==> src/rtl/ram_stream_reader_pkg.sv <==
// Shared constants and FSM encoding for the RAM stream reader.
package ram_stream_reader_pkg;

    localparam int ADDR_W_DEF     = 10;
    localparam int DATA_W_DEF     = 8;
    // Cycles from rd_en to valid rd_data.
    localparam int RAM_RD_LATENCY = 2;

    typedef enum logic [1:0] {
        StIdle  = 2'd0,
        StIssue = 2'd1,
        StDrain = 2'd2
    } state_e;

endpackage

==> src/rtl/ram_stream_reader_stream_fifo.sv <==
// Show-ahead FIFO with occupancy output and synchronous flush.
module ram_stream_reader_stream_fifo #(
    parameter int WIDTH = 10,
    parameter int DEPTH = 4,
    parameter int CNT_W = $clog2(DEPTH + 1)
) (
    input  logic             i_clock,
    input  logic             i_reset_n,
    input  logic             i_flush,
    input  logic             i_push,
    input  logic [WIDTH-1:0] i_push_data,
    input  logic             i_pop,
    output logic             o_valid,
    output logic [WIDTH-1:0] o_data,
    output logic [CNT_W-1:0] o_count
);

    localparam int PTR_W = (DEPTH > 1) ? $clog2(DEPTH) : 1;
    localparam logic [PTR_W-1:0] PTR_LAST = PTR_W'(DEPTH - 1);
    localparam logic [CNT_W-1:0] CNT_FULL = CNT_W'(DEPTH);

    logic [WIDTH-1:0] r_mem [DEPTH];
    logic [PTR_W-1:0] r_wr_ptr;
    logic [PTR_W-1:0] r_rd_ptr;
    logic [CNT_W-1:0] r_count;

    logic w_empty;
    logic w_full;
    logic w_pop;
    logic w_push;

    assign w_empty = (r_count == '0);
    assign w_full  = (r_count == CNT_FULL);
    assign w_pop   = i_pop && !w_empty;
    // A push into a full FIFO is legal when the head leaves in the same cycle.
    assign w_push  = i_push && (!w_full || w_pop);

    // Pointer and occupancy bookkeeping.
    always_ff @(posedge i_clock or negedge i_reset_n) begin
        if (!i_reset_n) begin
            r_wr_ptr <= '0;
            r_rd_ptr <= '0;
            r_count  <= '0;
        end else if (i_flush) begin
            r_wr_ptr <= '0;
            r_rd_ptr <= '0;
            r_count  <= '0;
        end else begin
            if (w_push) begin
                r_wr_ptr <= (r_wr_ptr == PTR_LAST) ? '0 : r_wr_ptr + PTR_W'(1);
            end
            if (w_pop) begin
                r_rd_ptr <= (r_rd_ptr == PTR_LAST) ? '0 : r_rd_ptr + PTR_W'(1);
            end
            if (w_push && !w_pop) begin
                r_count <= r_count + CNT_W'(1);
            end else if (!w_push && w_pop) begin
                r_count <= r_count - CNT_W'(1);
            end
        end
    end

    // Storage array; no reset needed since the output is gated by occupancy.
    always_ff @(posedge i_clock) begin
        if (w_push && !i_flush) begin
            r_mem[r_wr_ptr] <= i_push_data;
        end
    end

    assign o_valid = !w_empty;
    assign o_data  = w_empty ? '0 : r_mem[r_rd_ptr];
    assign o_count = r_count;

endmodule

==> src/rtl/ram_stream_reader.sv <==
// Scans a latency-2 RAM from address 0 upward and streams the words out
// through a credit-limited skid FIFO.
module ram_stream_reader
    import ram_stream_reader_pkg::*;
#(
    parameter int ADDR_W     = ADDR_W_DEF,
    parameter int DATA_W     = DATA_W_DEF,
    parameter int NUM_WORDS  = 1024,
    parameter int FIFO_DEPTH = 4
) (
    input  logic              i_clock,
    input  logic              i_reset_n,
    input  logic              i_start,
    input  logic              i_abort,
    output logic              o_busy,
    output logic              o_done,
    output logic              o_rd_en,
    output logic [ADDR_W-1:0] o_rd_addr,
    input  logic [DATA_W-1:0] i_rd_data,
    output logic              o_out_valid,
    input  logic              i_out_ready,
    output logic [DATA_W-1:0] o_out_data,
    output logic              o_out_first,
    output logic              o_out_last
);

    localparam int LAT   = RAM_RD_LATENCY;
    localparam int OCC_W = $clog2(FIFO_DEPTH + 1);
    localparam int CR_W  = OCC_W + 2;
    localparam int CNT_W = ADDR_W + 1;
    localparam logic [CNT_W-1:0] LAST_IDX = CNT_W'(NUM_WORDS - 1);

    state_e            r_state;
    logic [CNT_W-1:0]  r_cnt;          // address of the next read to issue
    logic [ADDR_W-1:0] r_rd_addr;
    logic              r_rd_en;
    logic [1:0]        r_rd_tag;       // {last, first} of the read on the RAM port
    logic [LAT-1:0]    r_pipe_vld;
    logic [1:0]        r_pipe_tag [LAT];

    logic [OCC_W-1:0]  w_occ;
    logic [DATA_W+1:0] w_fifo_data;
    logic              w_pop;
    logic              w_push;
    logic [CR_W-1:0]   w_committed;
    logic              w_credit_ok;
    logic              w_issue;
    logic [CNT_W-1:0]  w_issue_idx;
    logic              w_issue_last;
    logic              w_issue_first;

    // Words already owed to the FIFO: stored, on the RAM port, or in the latency pipe.
    always_comb begin
        w_committed = CR_W'(w_occ) + CR_W'(r_rd_en);
        for (int i = 0; i < LAT; i++) begin
            w_committed = w_committed + CR_W'(r_pipe_vld[i]);
        end
    end

    assign w_pop         = o_out_valid && i_out_ready;
    assign w_push        = r_pipe_vld[LAT-1];
    assign w_credit_ok   = (w_committed - CR_W'(w_pop)) < CR_W'(FIFO_DEPTH);
    assign w_issue       = !i_abort && w_credit_ok &&
                           ((r_state == StIssue) || ((r_state == StIdle) && i_start));
    assign w_issue_idx   = (r_state == StIdle) ? '0 : r_cnt;
    assign w_issue_last  = (w_issue_idx == LAST_IDX);
    assign w_issue_first = (w_issue_idx == '0);
    assign o_done        = w_pop && o_out_last && (r_state == StDrain) && !i_abort;

    // Scan FSM, read issue, address counter and RAM latency tracking.
    always_ff @(posedge i_clock or negedge i_reset_n) begin
        if (!i_reset_n) begin
            r_state    <= StIdle;
            r_cnt      <= '0;
            r_rd_addr  <= '0;
            r_rd_en    <= 1'b0;
            r_rd_tag   <= '0;
            r_pipe_vld <= '0;
            for (int i = 0; i < LAT; i++) begin
                r_pipe_tag[i] <= '0;
            end
        end else if (i_abort) begin
            r_state    <= StIdle;
            r_cnt      <= '0;
            r_rd_addr  <= '0;
            r_rd_en    <= 1'b0;
            r_rd_tag   <= '0;
            r_pipe_vld <= '0;
            for (int i = 0; i < LAT; i++) begin
                r_pipe_tag[i] <= '0;
            end
        end else begin
            r_rd_en       <= w_issue;
            r_pipe_vld[0] <= r_rd_en;
            r_pipe_tag[0] <= r_rd_tag;
            for (int i = 1; i < LAT; i++) begin
                r_pipe_vld[i] <= r_pipe_vld[i-1];
                r_pipe_tag[i] <= r_pipe_tag[i-1];
            end
            if (w_issue) begin
                r_rd_addr <= w_issue_idx[ADDR_W-1:0];
                r_cnt     <= w_issue_idx + CNT_W'(1);
                r_rd_tag  <= {w_issue_last, w_issue_first};
            end
            case (r_state)
                StIdle: begin
                    if (w_issue) begin
                        r_state <= w_issue_last ? StDrain : StIssue;
                    end
                end
                StIssue: begin
                    if (w_issue && w_issue_last) begin
                        r_state <= StDrain;
                    end
                end
                StDrain: begin
                    if (o_done) begin
                        r_state   <= StIdle;
                        r_cnt     <= '0;
                        r_rd_addr <= '0;
                    end
                end
                default: r_state <= StIdle;
            endcase
        end
    end

    ram_stream_reader_stream_fifo #(
        .WIDTH (DATA_W + 2),
        .DEPTH (FIFO_DEPTH),
        .CNT_W (OCC_W)
    ) u_fifo (
        .i_clock     (i_clock),
        .i_reset_n   (i_reset_n),
        .i_flush     (i_abort),
        .i_push      (w_push),
        .i_push_data ({r_pipe_tag[LAT-1], i_rd_data}),
        .i_pop       (w_pop),
        .o_valid     (o_out_valid),
        .o_data      (w_fifo_data),
        .o_count     (w_occ)
    );

    assign o_busy      = (r_state != StIdle);
    assign o_rd_en     = r_rd_en;
    assign o_rd_addr   = r_rd_addr;
    assign o_out_data  = w_fifo_data[DATA_W-1:0];
    assign o_out_first = w_fifo_data[DATA_W];
    assign o_out_last  = w_fifo_data[DATA_W+1];

endmodule

==> config.mk <==
export PLATFORM = sky130hd
export DESIGN_NAME = ram_stream_reader
export DESIGN_NICKNAME = d
export VERILOG_FILES = /design/src/rtl/ram_stream_reader_pkg.sv /design/src/rtl/ram_stream_reader_stream_fifo.sv /design/src/rtl/ram_stream_reader.sv
export SDC_FILE = /design/constraint.sdc
export NUM_CORES = 1
export LEC_CHECK = 0
export ABC_CLOCK_PERIOD_IN_PS = 3400
export BUFFER_PORTS_ARGS = -buffer_cell sky130_fd_sc_hd__buf_4
export CAP_MARGIN = 20
export CELL_PAD_IN_SITES_DETAIL_PLACEMENT = 2
export CELL_PAD_IN_SITES_GLOBAL_PLACEMENT = 2
export CORE_UTILIZATION = 36
export CTS_CLUSTER_DIAMETER = 40
export DETAILED_ROUTE_END_ITERATION = 7
export HOLD_SLACK_MARGIN = 0.15
export PLACE_DENSITY_LB_ADDON = 0.1
export SLEW_MARGIN = 40
export SYNTH_ARGS = -nofsm -noshare
export SYNTH_HDL_FRONTEND = slang
export SYNTH_SLANG_ARGS = --single-unit
==> constraint.sdc <==
create_clock -name i_clock -period 3.4 [get_ports i_clock]
set_clock_uncertainty 0.2 [all_clocks]
set_input_delay 0.68 -clock i_clock [delete_from_list [all_inputs] [get_ports i_clock]]
set_output_delay 0.68 -clock i_clock [all_outputs]
set_load 0.02 [all_outputs]
Word level (Yosys, flattened, before mapping)
Memories as Yosys holds them, arrays and structs flattened.
Cells that the tools add are included.
{"block": "classes", "addsub": 9, "order_cmp": 1, "eq_ne": 9, "n_mux": 32, "n_reduce_logical": 29}
{"cell": "two-way mux 11 bit", "n": 5}
{"cell": "two-way mux 10 bit", "n": 5}
{"cell": "two-way mux 2 bit", "n": 14}
{"cell": "logical AND 1 bit", "n": 13}
{"cell": "adder 11 x 1 -> 11 bit (second input constant)", "n": 1}
{"cell": "equality test 11 x 10 -> 1 bit (second input constant)", "n": 1}
{"cell": "logical NOT 11 bit", "n": 1}
{"cell": "two-way mux 3 bit", "n": 3}
{"cell": "nonzero test 2 bit", "n": 4}
{"cell": "equality test 2 bit (second input constant)", "n": 3}
{"cell": "inequality test 3 bit (second input constant)", "n": 2}
{"cell": "one-hot mux 2 bit (3 select lines)", "n": 1}
{"cell": "adder 4 x 1 -> 5 bit", "n": 1}
{"cell": "adder 5 x 1 -> 5 bit", "n": 1}
{"cell": "logical NOT 1 bit", "n": 5}
{"cell": "< comparator 5 x 3 -> 1 bit (second input constant)", "n": 1}
{"cell": "subtractor 5 x 1 -> 5 bit", "n": 1}
{"cell": "adder 2 x 1 -> 2 bit (second input constant)", "n": 2}
{"cell": "adder 3 x 1 -> 4 bit", "n": 1}
{"cell": "two-way mux 4 bit", "n": 1}
{"cell": "adder 3 x 1 -> 3 bit (second input constant)", "n": 1}
{"cell": "equality test 3 bit (second input constant)", "n": 1}
{"cell": "logical NOT 3 bit", "n": 1}
{"cell": "two-way mux 1 bit", "n": 3}
{"cell": "other kinds (7)", "n": 8}
{"block": "totals", "regBits": 39, "mem_bits_rw": 40, "output_inout_bits": 24, "wordCells": 92, "n_memories": 1}
{"name": "u_fifo.r_mem", "words": 4, "word_bits": 10, "rd": 1, "rd_ports_with_merged_regs": 0, "wr": 1, "line_no": "ram_stream_reader_stream_fifo.sv:22", "text": "logic [WIDTH-1:0] r_mem [DEPTH];"}

Logic depth before layout (Yosys ltp)
Gate-level depths: netlist of the first run.
{"block": "depth", "word_depth": 11, "mapped_depth": 13}

Hierarchy
A second synthesis of the first run with hierarchy kept.
{"block": "hier_totals", "hier_cells": 308, "hier_area_um2": 3756.1}
{"module": "ram_stream_reader_stream_fifo", "instances": 1, "cells_each": 124, "area_each_um2": 2092.0}
{"module": "ram_stream_reader", "instances": 1, "cells_each": 184, "area_each_um2": 1664.1}

Worst setup path after synthesis of the first run
No wires, ideal clock.
{"block": "synth_timing", "path_type": "input to register", "startpoint": "input port i_out_ready", "endpoint": "register r_cnt[6]", "t_arrival_ns": 3.203, "t_required_ns": 3.124, "path_slack_ns": -0.079, "stages": 11, "cell_sequence": "o31ai_2 > inv_1 > ha_1 > fa_1 > inv_1 > ha_1 > and3b_1 > or4_1 > a21o_1 > or4_1 > o21ai_1"}
{"block": "synth_between", "elab_chain_len": 9, "word_cells_on_any_way": 12, "cone_classes": "add/sub (1); order compare (1); mux (4); reduce/logical (6)"}
{"item": "from (decl)", "line_no": "ram_stream_reader.sv:21", "text": "input logic i_out_ready,"}
{"item": "logical AND 1 bit *", "line_no": "ram_stream_reader.sv:60", "text": "assign w_pop = o_out_valid && i_out_ready;"}
{"item": "subtractor 5 x 1 -> 5 bit", "line_no": "ram_stream_reader.sv:62", "text": "assign w_credit_ok = (w_committed - CR_W'(w_pop)) < CR_W'(FIFO_DEPTH);"}
{"item": "< comparator 5 x 3 -> 1 bit", "line_no": "ram_stream_reader.sv:62"}
{"item": "logical AND 1 bit (2 in series)", "line_no": "ram_stream_reader.sv:63", "text": "assign w_issue = !i_abort && w_credit_ok &&"}
{"item": "two-way mux 11 bit", "line_no": "ram_stream_reader.sv:100", "text": "if (w_issue) begin"}
{"item": "two-way mux 11 bit", "line_no": "ram_stream_reader.sv:117", "text": "if (o_done) begin"}
{"item": "two-way mux 11 bit *", "line_no": "ram_stream_reader.sv:105", "text": "case (r_state)"}
{"item": "two-way mux 11 bit *", "line_no": "ram_stream_reader.sv:82", "text": "end else if (i_abort) begin"}
{"item": "to (signal assigned)", "line_no": "ram_stream_reader.sv:102", "text": "r_cnt <= w_issue_idx + CNT_W'(1);"}
{"item": "to (decl)", "line_no": "ram_stream_reader.sv:34", "text": "logic [CNT_W-1:0] r_cnt;"}
Every way passes the cells marked *; elsewhere a longest branch is shown, timed or not.
A chain may end at the register's enable or synchronous reset.

Final worst setup path of the first run
{"block": "layout_timing", "startpoint": "register u_fifo.r_count[2], in the netlist u_fifo.o_count[2]", "endpoint": "register r_cnt[6]"}
{"block": "layout_between", "elab_chain_len": 11, "word_cells_on_any_way": 18, "cone_classes": "add/sub (4); order compare (1); mux (5); reduce/logical (8)"}
{"item": "from (decl)", "line_no": "ram_stream_reader_stream_fifo.sv:25", "text": "logic [CNT_W-1:0] r_count;"}
{"item": "from (signal assigned)", "line_no": "ram_stream_reader_stream_fifo.sv:56", "text": "r_count <= r_count + CNT_W'(1);"}
{"item": "from (signal assigned)", "line_no": "ram_stream_reader_stream_fifo.sv:58", "text": "r_count <= r_count - CNT_W'(1);"}
{"item": "adder 3 x 1 -> 4 bit or logical NOT 3 bit (tied branches)", "line_no": "ram_stream_reader.sv:54, ram_stream_reader_stream_fifo.sv:32"}
{"item": "adder 4 x 1 -> 5 bit or logical NOT 1 bit (tied branches)", "line_no": "ram_stream_reader.sv:56, ram_stream_reader_stream_fifo.sv:70"}
{"item": "adder 5 x 1 -> 5 bit or logical AND 1 bit (tied branches)", "line_no": "ram_stream_reader.sv:56, ram_stream_reader.sv:60"}
{"item": "subtractor 5 x 1 -> 5 bit", "line_no": "ram_stream_reader.sv:62"}
{"item": "< comparator 5 x 3 -> 1 bit", "line_no": "ram_stream_reader.sv:62"}
{"item": "logical AND 1 bit (2 in series)", "line_no": "ram_stream_reader.sv:63"}
{"item": "two-way mux 11 bit", "line_no": "ram_stream_reader.sv:100"}
{"item": "two-way mux 11 bit", "line_no": "ram_stream_reader.sv:117"}
{"item": "two-way mux 11 bit *", "line_no": "ram_stream_reader.sv:105"}
{"item": "two-way mux 11 bit *", "line_no": "ram_stream_reader.sv:82"}
Marks and branches as above.

==> reports/metrics.yaml, run 1 <==
outcome: "finished clean"
power.leakage_nw: 1.77
path_clk_slew_ns: 0.09
ir_drop_uv: 275
fill_cells: 1028
synthToLayoutAreaGrowth_pct: 23.0
io_pins: 37
grt_first_pass_wirelength_mm: 13.8
ys.flop_type: "edfxtp_1"
synth_nets: 316
drtIter0Drc: 65
netlist_area_sq_mm: 0.00359
io_buffer_count: 36
dp.final_hpwl_mm: 6.15
cts.htree.levels: 3
critPathKind: "flip-flop to flip-flop"
hp-start: "r_pipe_tag[0]$_DFF_PN0_"
std_cell_rows: 36
maxCapViolations: 0
cts_buffers: 9
ys_types: 45
die_x_um: 102
syn_area_per_cell_sq_um: 12.5
dr.pass1.iters: 4
p_per_area_mw_per_mm2: 749
layout_common_cells: "buf_4, edfxtp_1, dfrtp_1"
synth_warnings: 0
die_h_um: 102
tightest_slew_ns: 0.677
antenna_found_initial: 0
wirelength_mm: 9.01
ys_seq_elements: 79
wl_per_cell_um: 18.9
maxSlewViolCount: 0
track_usage: 0.184
required_ns: 3.48
grt_max_degree: 40
critical_path_peak_fanout: 5
final-hold-violation-count: 0
slew_headroom: 0.549
postRouteAntennaNets: 0
place_ws_ns: -0.256
crit_start: "u_fifo.o_count[2]$_DFFE_PN0P_"
cts_tree: "done"
arrival_ns: 3.39
clk_latency_ns: 0.35
cts_buffer_depth: 2
fin_ws_ns: 0.0900
r2r_start: "u_fifo.o_count[2]$_DFFE_PN0P_"
place.gp.congestion: 0.769
grt-ovfl-total: 0
cts_root_buf: "clkbuf_8"
antenna_cells: 0
core-area_sq_mm: 0.00973
period_share: 0.974
nets: 368
rsz0062_at_grt: "true"
drcViolationCount: 0
synth_edf_count: 40
via_per_inst: 5.13
ys_seq_area_frac: 0.606
final_common_cell: "buf_4"
setup_tns_ns: 0
synth_cells: 288
async_flop_share: 0.494
setup_viol: 0
postPlaceCellArea_sq_mm: 0.00408
startpoint_type: "flip-flop"
power.total_mw: 3.31
die_area_sq_mm: 0.0104
vias: 2453
fmax_mhz: 302
end_kind: "flip-flop"
initial_core_util: 0.369
period_minus_slack_ns: 3.31
hp-class: "flip-flop to flip-flop"
cts.sinks: 79
grt_pass1_vias: 2622
stdcell_area_sq_mm: 0.00442
drive_above_1_share: 0.287
-- where the power goes --
part	leakage [nW]	internal [mW]	switching, mW
clock network	0.0801	0.263	0.350
logic	0.794	0.726	0.843
registers	0.899	1.06	0.0716
-- through the flow --
stage	instances	util	hold slack, ns
global placement	457	0.419	0.245
detailed placement	457	0.419	0.284
floorplan	288	-	0.184
global route	478	0.454	0.315
finish	478	0.454	0.299
CTS	476	0.443	0.303
-- cell type report --
cell class              instances  area (sq um)  share of cell area
multi-input cells             180          1390               0.314
clock inverters                 6          37.5             0.00849
flip-flops and latches         79          2180               0.493
well taps                     133           166              0.0376
inverters                      16          67.6              0.0153
clock buffers                  10           128              0.0289
repair buffers                 54           453               0.102
-- flip-flops by register name, indices dropped and copies added, names as in the netlist --
signal and count:
r_rd_tag 2, r_state 2, o_rd_en 1, o_rd_addr 10, r_pipe_tag 4, r_pipe_vld 2, u_fifo.r_wr_ptr 2, u_fifo.r_mem 40
u_fifo.r_rd_ptr 2, u_fifo.o_count 3, r_cnt 11
-- what timing repair did --
item	CTS	global route
resized for setup	10	19
pin swaps	8	9
buffers inserted	2	1
hold endpoints to repair	39	0
setup endpoints to repair	20	25
hold buffers	1	0
gates cloned	0	1
-- critical path: stages (launching register included) --
cell and delay [ns]:
dfrtp_1 0.43, o31ai_4 0.28, inv_2 0.09, ha_4 0.24, fa_2 0.33, inv_2 0.07, ha_4 0.18, and3b_1 0.17
or4_4 0.48, a21o_4 0.27, or4_1 0.40, o21ai_1 0.09
-- kinds of logic after synthesis --
kind of cell | share of synthesized area
AOI/OAI and AO/OA | 0.0825
xor gates and xnor gates | 0.00731
adders and majority gates | 0.0564
buffers and inverters | 0.0331
DFF | 0.606
muxes | 0.0682
and+or+nand+nor | 0.147
-- path summary, 6_finish.rpt --
kind,endpoint,slack (ns),depth (start not counted)
max,r_cnt[6]$_DFF_PN0_,0.09,11
min,u_fifo.r_mem[1][8]$_DFFE_PP_,0.30,0
max reg2reg,r_cnt[6]$_DFF_PN0_,0.09,11
min reg2reg,u_fifo.r_mem[1][8]$_DFFE_PP_,0.30,0
max in group asynchronous,u_fifo.o_count[0]$_DFFE_PN0P_,1.93,2
min in group asynchronous,o_rd_addr[1]$_DFF_PN0_,0.66,2
-- layer usage --
| metal | up-vias | GRT usage | wire length (um) |
|---|---|---|---|
| li1 | 1151 | - | - |
| met1 | 1263 | 0.217 | 3840 |
| met2 | 30 | 0.334 | 4870 |
| met3 | 9 | 0.0274 | 177 |
| met4 | 0 | 0.0791 | 129 |
| met5 | - | 0 | 0 |
-- Yosys cell counts, drive strengths merged (2+ instances only) --
cell,n,area share
clkbuf,9,0.0094
ha,13,0.045
a21oi,24,0.033
nand2b,2,0.0035
nor2b,7,0.012
o211a,2,0.0056
and2,14,0.024
nand2,29,0.030
o41ai,2,0.0049
edfxtp,40,0.33
nor3b,2,0.0042
mux2i,2,0.0056
inv,15,0.016
nor2,15,0.016
or4,4,0.0084
o2111ai,2,0.0049
fa,2,0.011
or3,2,0.0035
buf,4,0.0070
xnor2,2,0.0049
o21ai,6,0.0084
dfrtp,39,0.27
mux4,10,0.063
nand3,15,0.021
nand4b,2,0.0049
nor3,6,0.0084
o211ai,2,0.0042
a31oi,2,0.0035
(Power assumes the default switching activity.)
==> inputs of run 2 (changes only) <==
- ABC_CLOCK_PERIOD_IN_PS: 3400 -> 4100
- CORE_UTILIZATION: 36 -> 43
- clock period: 3.4 -> 4.1 ns (I/O delays scaled with it)
==> run 2 against run 1 <==
Clock-buffer cell count shrank 1. Non-clock buffer count fell by 11. Final cell count shrank 8.8%. Sequential share of layout area increased by 2.4 points. Worst hold slack worse by 0.066 ns. Register-to-register slack improved by 0.15 ns. Cell area decreased by 4.7%. Global-route usage rose by 5.3 points. Critical path depth increased by 2. Setup slack better by 0.15 ns. Largest cell class unchanged. Wire length is 2.6% higher.
==> reports/metrics.yaml, run 2 (synthesized netlist as in run 1, its figures left out) <==
ctsResizeCount: 0
cts.htree.levels: 3
wirelength_mm: 9.25
cts.sinks: 79
hp-class: "primary input to async pin"
highest_layer: "met4"
cts_buffers: 9
cts_buffer_depth: 2
place_inst: 420
clk_latency_ns: 0.36
critical_path_peak_fanout: 12
wl_per_cell_um: 21.2
postRouteAntennaNets: 0
grt_pass1_vias: 2809
fmax_mhz: 259
die_h_um: 93.4
die_x_um: 93.4
arrival_ns: 3.93
crit_family: "adder cells"
layout_common_cells: "buf_4, edfxtp_1, dfrtp_1"
maxSlewViolCount: 0
crit_cells: 13
end_kind: "flip-flop"
p_per_area_mw_per_mm2: 634
startpoint_type: "flip-flop"
antenna_cells: 0
slew_headroom: 0.573
dr.pass1.iters: 4
period_share: 0.941
ff_latch_area_sq_mm: 0.00218
path_clk_slew_ns: 0.09
largest_reg_flops: 40
grt_first_pass_wirelength_mm: 15.0
fill_cells: 769
met1_length_mm: 3.85
setup_tns_ns: 0
drive_above_1_share: 0.219
period_minus_slack_ns: 3.86
outcome: "finished clean"
nets: 357
std_cell_rows: 32
vias: 2476
initial_core_util: 0.456
cpMaxStageDelayCell: "or4_1"
track_usage: 0.237
cts_root_buf: "clkbuf_8"
maxCapViolations: 0
cp_num_buf_inv: 4
synthToLayoutAreaGrowth_pct: 17.3
regMostFlops: "u_fifo.r_mem"
power.total_mw: 2.67
worstRegToRegCells: 13
die_area_sq_mm: 0.00873
drtIter0Drc: 62
max_stage_delay_ns: 0.48
via_per_inst: 5.68
final_common_cell: "buf_4"
dp.final_hpwl_mm: 6.24
rsz0062_at_grt: "false"
cts_tree: "done"
setup_viol: 0
grt_max_degree: 40
critPathKind: "flip-flop to flip-flop"
final-hold-violation-count: 0
hold_slack_ns: 0.233
cp_cell_sequence: "o31ai_2 -> inv_1 -> ha_1 -> fa_1 -> inv_1 -> ha_1 -> and3b_1 -> or4_1 -> a21o_1 -> inv_2 -> buf_4 -> nand3_1 -> a21oi_1"
fin_util: 0.534
drcViolationCount: 0
multi_input_area_sq_mm: 0.00130
place.gp.congestion: 0.746
stdcell_count: 436
power.leakage_nw: 1.73
ir_drop_uv: 232
antenna_found_initial: 0
core-area_sq_mm: 0.00789
tightest_slew_ns: 0.640
io_buffer_count: 36
grt-ovfl-total: 0
io_pins: 37
required_ns: 4.17
cts_hold_repair.buffers: 0
wl_met2_mm: 5.07
post-cts-setup-buffers: 0
dr_wl_met3_um: 199
==> run 2: cell count changes in the layout (fill, tap and decap cells not counted), moves of 3 or more <==
| cell | delta |
|---|---|
| a21oi_1 | +7 |
| a21oi_2 | -7 |
| buf_4 | -4 |
| buf_6 | -4 |
| nand3_1 | +3 |
| nand3_2 | -3 |
==> run 2: path summary, 6_finish.rpt <==
| path | end | slack [ns] | from |
|---|---|---|---|
| worst max-delay path | o_rd_addr[2]$_DFF_PN0_ | 0.24 | u_fifo.o_count[2]$_DFFE_PN0P_ |
| worst min-delay path | u_fifo.o_count[2]$_DFFE_PN0P_ | 0.23 | i_reset_n |
| worst max register to register | o_rd_addr[2]$_DFF_PN0_ | 0.24 | u_fifo.o_count[2]$_DFFE_PN0P_ |
| worst min register to register | r_pipe_tag[1]$_DFF_PN0_ | 0.28 | r_pipe_tag[3]$_DFF_PN0_ |
| max in group asynchronous | u_fifo.r_rd_ptr[0]$_DFFE_PN0P_ | 3.07 | i_reset_n |
| min in group i_clock | r_pipe_tag[1]$_DFF_PN0_ | 0.28 | r_pipe_tag[3]$_DFF_PN0_ |
==> run 2: power breakdown <==
group | internal [mW] | switching, mW
combinational | 0.428 | 0.621
sequential | 0.877 | 0.0715
clock | 0.351 | 0.323
==> run 2: worst register-to-register path, delay by kind of cell, from the launching register on <==
family                     cells  cell delay, ns
AOI/OAI and AO/OA              3            0.87
adders and majority gates      3            0.88
and+or+nand+nor                3            0.76
DFF                            1            0.42
buffers and inverters          4            0.63
==> run 2: per-stage QoR <==
stage / cell area [sq um] / worst slack (ns)
6_report: 4210 / 0.243
3_3_place_gp: 3990 / 0.223
4_1_cts: 4210 / 0.233
2_1_floorplan: 3590 / 0.481
3_5_place_dp: 3990 / 0.0944
5_1_grt: 4210 / 0.0557
==> run 2: final cells by class <==
type / instances / share of cell area
timing repair buffer: 43 / 0.0766
tap: 102 / 0.0303
multi-input combinational: 180 / 0.308
clock buffer: 9 / 0.0294
clock inverter: 7 / 0.0246
sequential: 79 / 0.517
inverter: 16 / 0.0143
==> run 2: per-layer routing <==
metal,vias up,track usage
met5,-,0
met1,1307,0.282
li1,1119,-
met3,10,0.0325
met2,40,0.434
met4,0,0.0897
==> inputs of run 3 (changes only) <==
- PLACE_DENSITY_LB_ADDON: 0.1 -> 0.05
==> run 3 against run 2 <==
Clock power fell by 3.3%. First-iteration DRC count rose by 87%. Sequential power barely moved. Critical path depth did not move. Fmax rose by 0.83%. Sequential cell count did not move. Clock-buffer cell count rose by 2. Largest cell class unchanged.
==> reports/metrics.yaml, run 3 (synthesized netlist as in run 1, its figures left out) <==
io_pins: 37
dp.final_hpwl_mm: 6.61
setup_viol: 0
critical_path_peak_fanout: 13
fin_util: 0.536
final_common_cell: "buf_4"
antenna_found_initial: 0
grt_max_degree: 40
maxSlewViolCount: 0
die_x_um: 93.4
nets: 359
power.leakage_nw: 1.74
startpoint_type: "flip-flop"
crit_family: "compound AO/OA/AOI/OAI gates"
max_stage_delay_ns: 0.47
wirelength_mm: 9.96
setup_tns_ns: 0
period_minus_slack_ns: 3.82
ctsResizeCount: 0
cts.sinks: 79
vias: 2503
track_usage: 0.257
fmax_mhz: 261
required_ns: 4.16
initial_core_util: 0.456
p_per_area_mw_per_mm2: 631
cpMaxStageDelayCell: "or4_1"
ir_drop_uv: 233
cp_cell_sequence: "o31ai_4 -> inv_1 -> ha_1 -> fa_1 -> inv_1 -> ha_1 -> and3b_1 -> or4_1 -> a21o_1 -> inv_2 -> buf_4 -> a31oi_1 -> a31oi_1"
cts_tree: "done"
postRouteAntennaNets: 0
grt-ovfl-total: 0
cts.htree.levels: 3
path_clk_slew_ns: 0.08
wl_per_cell_um: 22.7
std_cell_rows: 32
core-area_sq_mm: 0.00789
fin_ws_ns: 0.275
cts_hold_repair.buffers: 0
cts_root_buf: "clkbuf_8"
critPathKind: "flip-flop to flip-flop"
dr.pass1.iters: 4
via_per_inst: 5.71
outcome: "finished clean"
grt_first_pass_wirelength_mm: 16.0
die_h_um: 93.4
drive_above_1_share: 0.217
postPlaceCellArea_sq_mm: 0.00400
largest_reg_flops: 40
drcViolationCount: 0
end_kind: "flip-flop"
crit_start: "u_fifo.o_count[2]$_DFFE_PN0P_"
slew_headroom: 0.571
place_inst: 422
arrival_ns: 3.89
grt_pass1_vias: 2790
place.gp.congestion: 0.788
io_buffer_count: 36
stdcell_count: 438
regMostFlops: "u_fifo.r_mem"
cts_buffer_depth: 2
fill_cells: 748
maxCapViolations: 0
antenna_cells: 0
rsz0062_at_grt: "false"
cp_num_buf_inv: 4
clk_latency_ns: 0.35
cts_buffers: 9
final-hold-violation-count: 0
die_area_sq_mm: 0.00873
period_share: 0.933
tightest_slew_ns: 0.642
place_ws_ns: 0.0957
drtIter0Drc: 116
hp-class: "primary input to async pin"
r2r_start: "u_fifo.o_count[2]$_DFFE_PN0P_"
post-cts-setup-buffers: 0
synthToLayoutAreaGrowth_pct: 17.8
stdcell_area_sq_mm: 0.00423
layout_common_cells: "buf_4, edfxtp_1, dfrtp_1"
run 3: worst paths after layout:
path | slack (ns) | cells past startpoint | endpoint
worst max register to register | 0.28 | 13 | r_cnt[2]$_DFF_PN0_
max in group asynchronous | 3.07 | 1 | r_cnt[2]$_DFF_PN0_
worst max-delay path | 0.28 | 13 | r_cnt[2]$_DFF_PN0_
worst min register to register | 0.30 | 1 | r_pipe_tag[0]$_DFF_PN0_
min in group i_clock | 0.30 | 1 | r_pipe_tag[0]$_DFF_PN0_
worst min-delay path | 0.23 | 1 | u_fifo.o_count[2]$_DFFE_PN0P_
run 3: stage by stage:
step                hold slack (ns)  total power, mW
finish                        0.234             2.67
global placement              0.247             1.97
global route                  0.269             2.83
floorplan                     0.239             1.61
detailed placement            0.296             2.02
CTS                           0.251             2.69
run 3: cell type report:
cell class / instances / area, sq um / area share
clock buffer: 11 / 141 / 0.0334
clock inverter: 5 / 81.3 / 0.0192
inverter: 16 / 60.1 / 0.0142
multi-input combinational: 180 / 1310 / 0.309
sequential: 79 / 2180 / 0.514
tap: 102 / 128 / 0.0302
timing repair buffer: 45 / 338 / 0.0798
run 3: report_power, final:
part	leakage (nW)	switching, mW	total (mW)	internal, mW
Clock	0.110	0.293	0.653	0.360
Combinational	0.733	0.625	1.07	0.444
Sequential	0.901	0.0737	0.949	0.876
Total	1.74	0.992	2.67	1.68
run 3: worst register-to-register path, cell delays in order, from the launching register on:
cell and delay, ns:
dfrtp_1 0.46, o31ai_4 0.38, inv_1 0.11, ha_1 0.30, fa_1 0.37, inv_1 0.07
ha_1 0.21, and3b_1 0.19, or4_1 0.47, a21o_1 0.24, inv_2 0.20, buf_4 0.20
a31oi_1 0.13, a31oi_1 0.22
run 3: metal layers:
| metal | part of all wire | GRT usage |
|---|---|---|
| met5 | 0 | 0 |
| met4 | 0.021 | 0.0923 |
| met1 | 0.42 | 0.310 |
| met2 | 0.52 | 0.455 |
| met3 | 0.033 | 0.0528 |
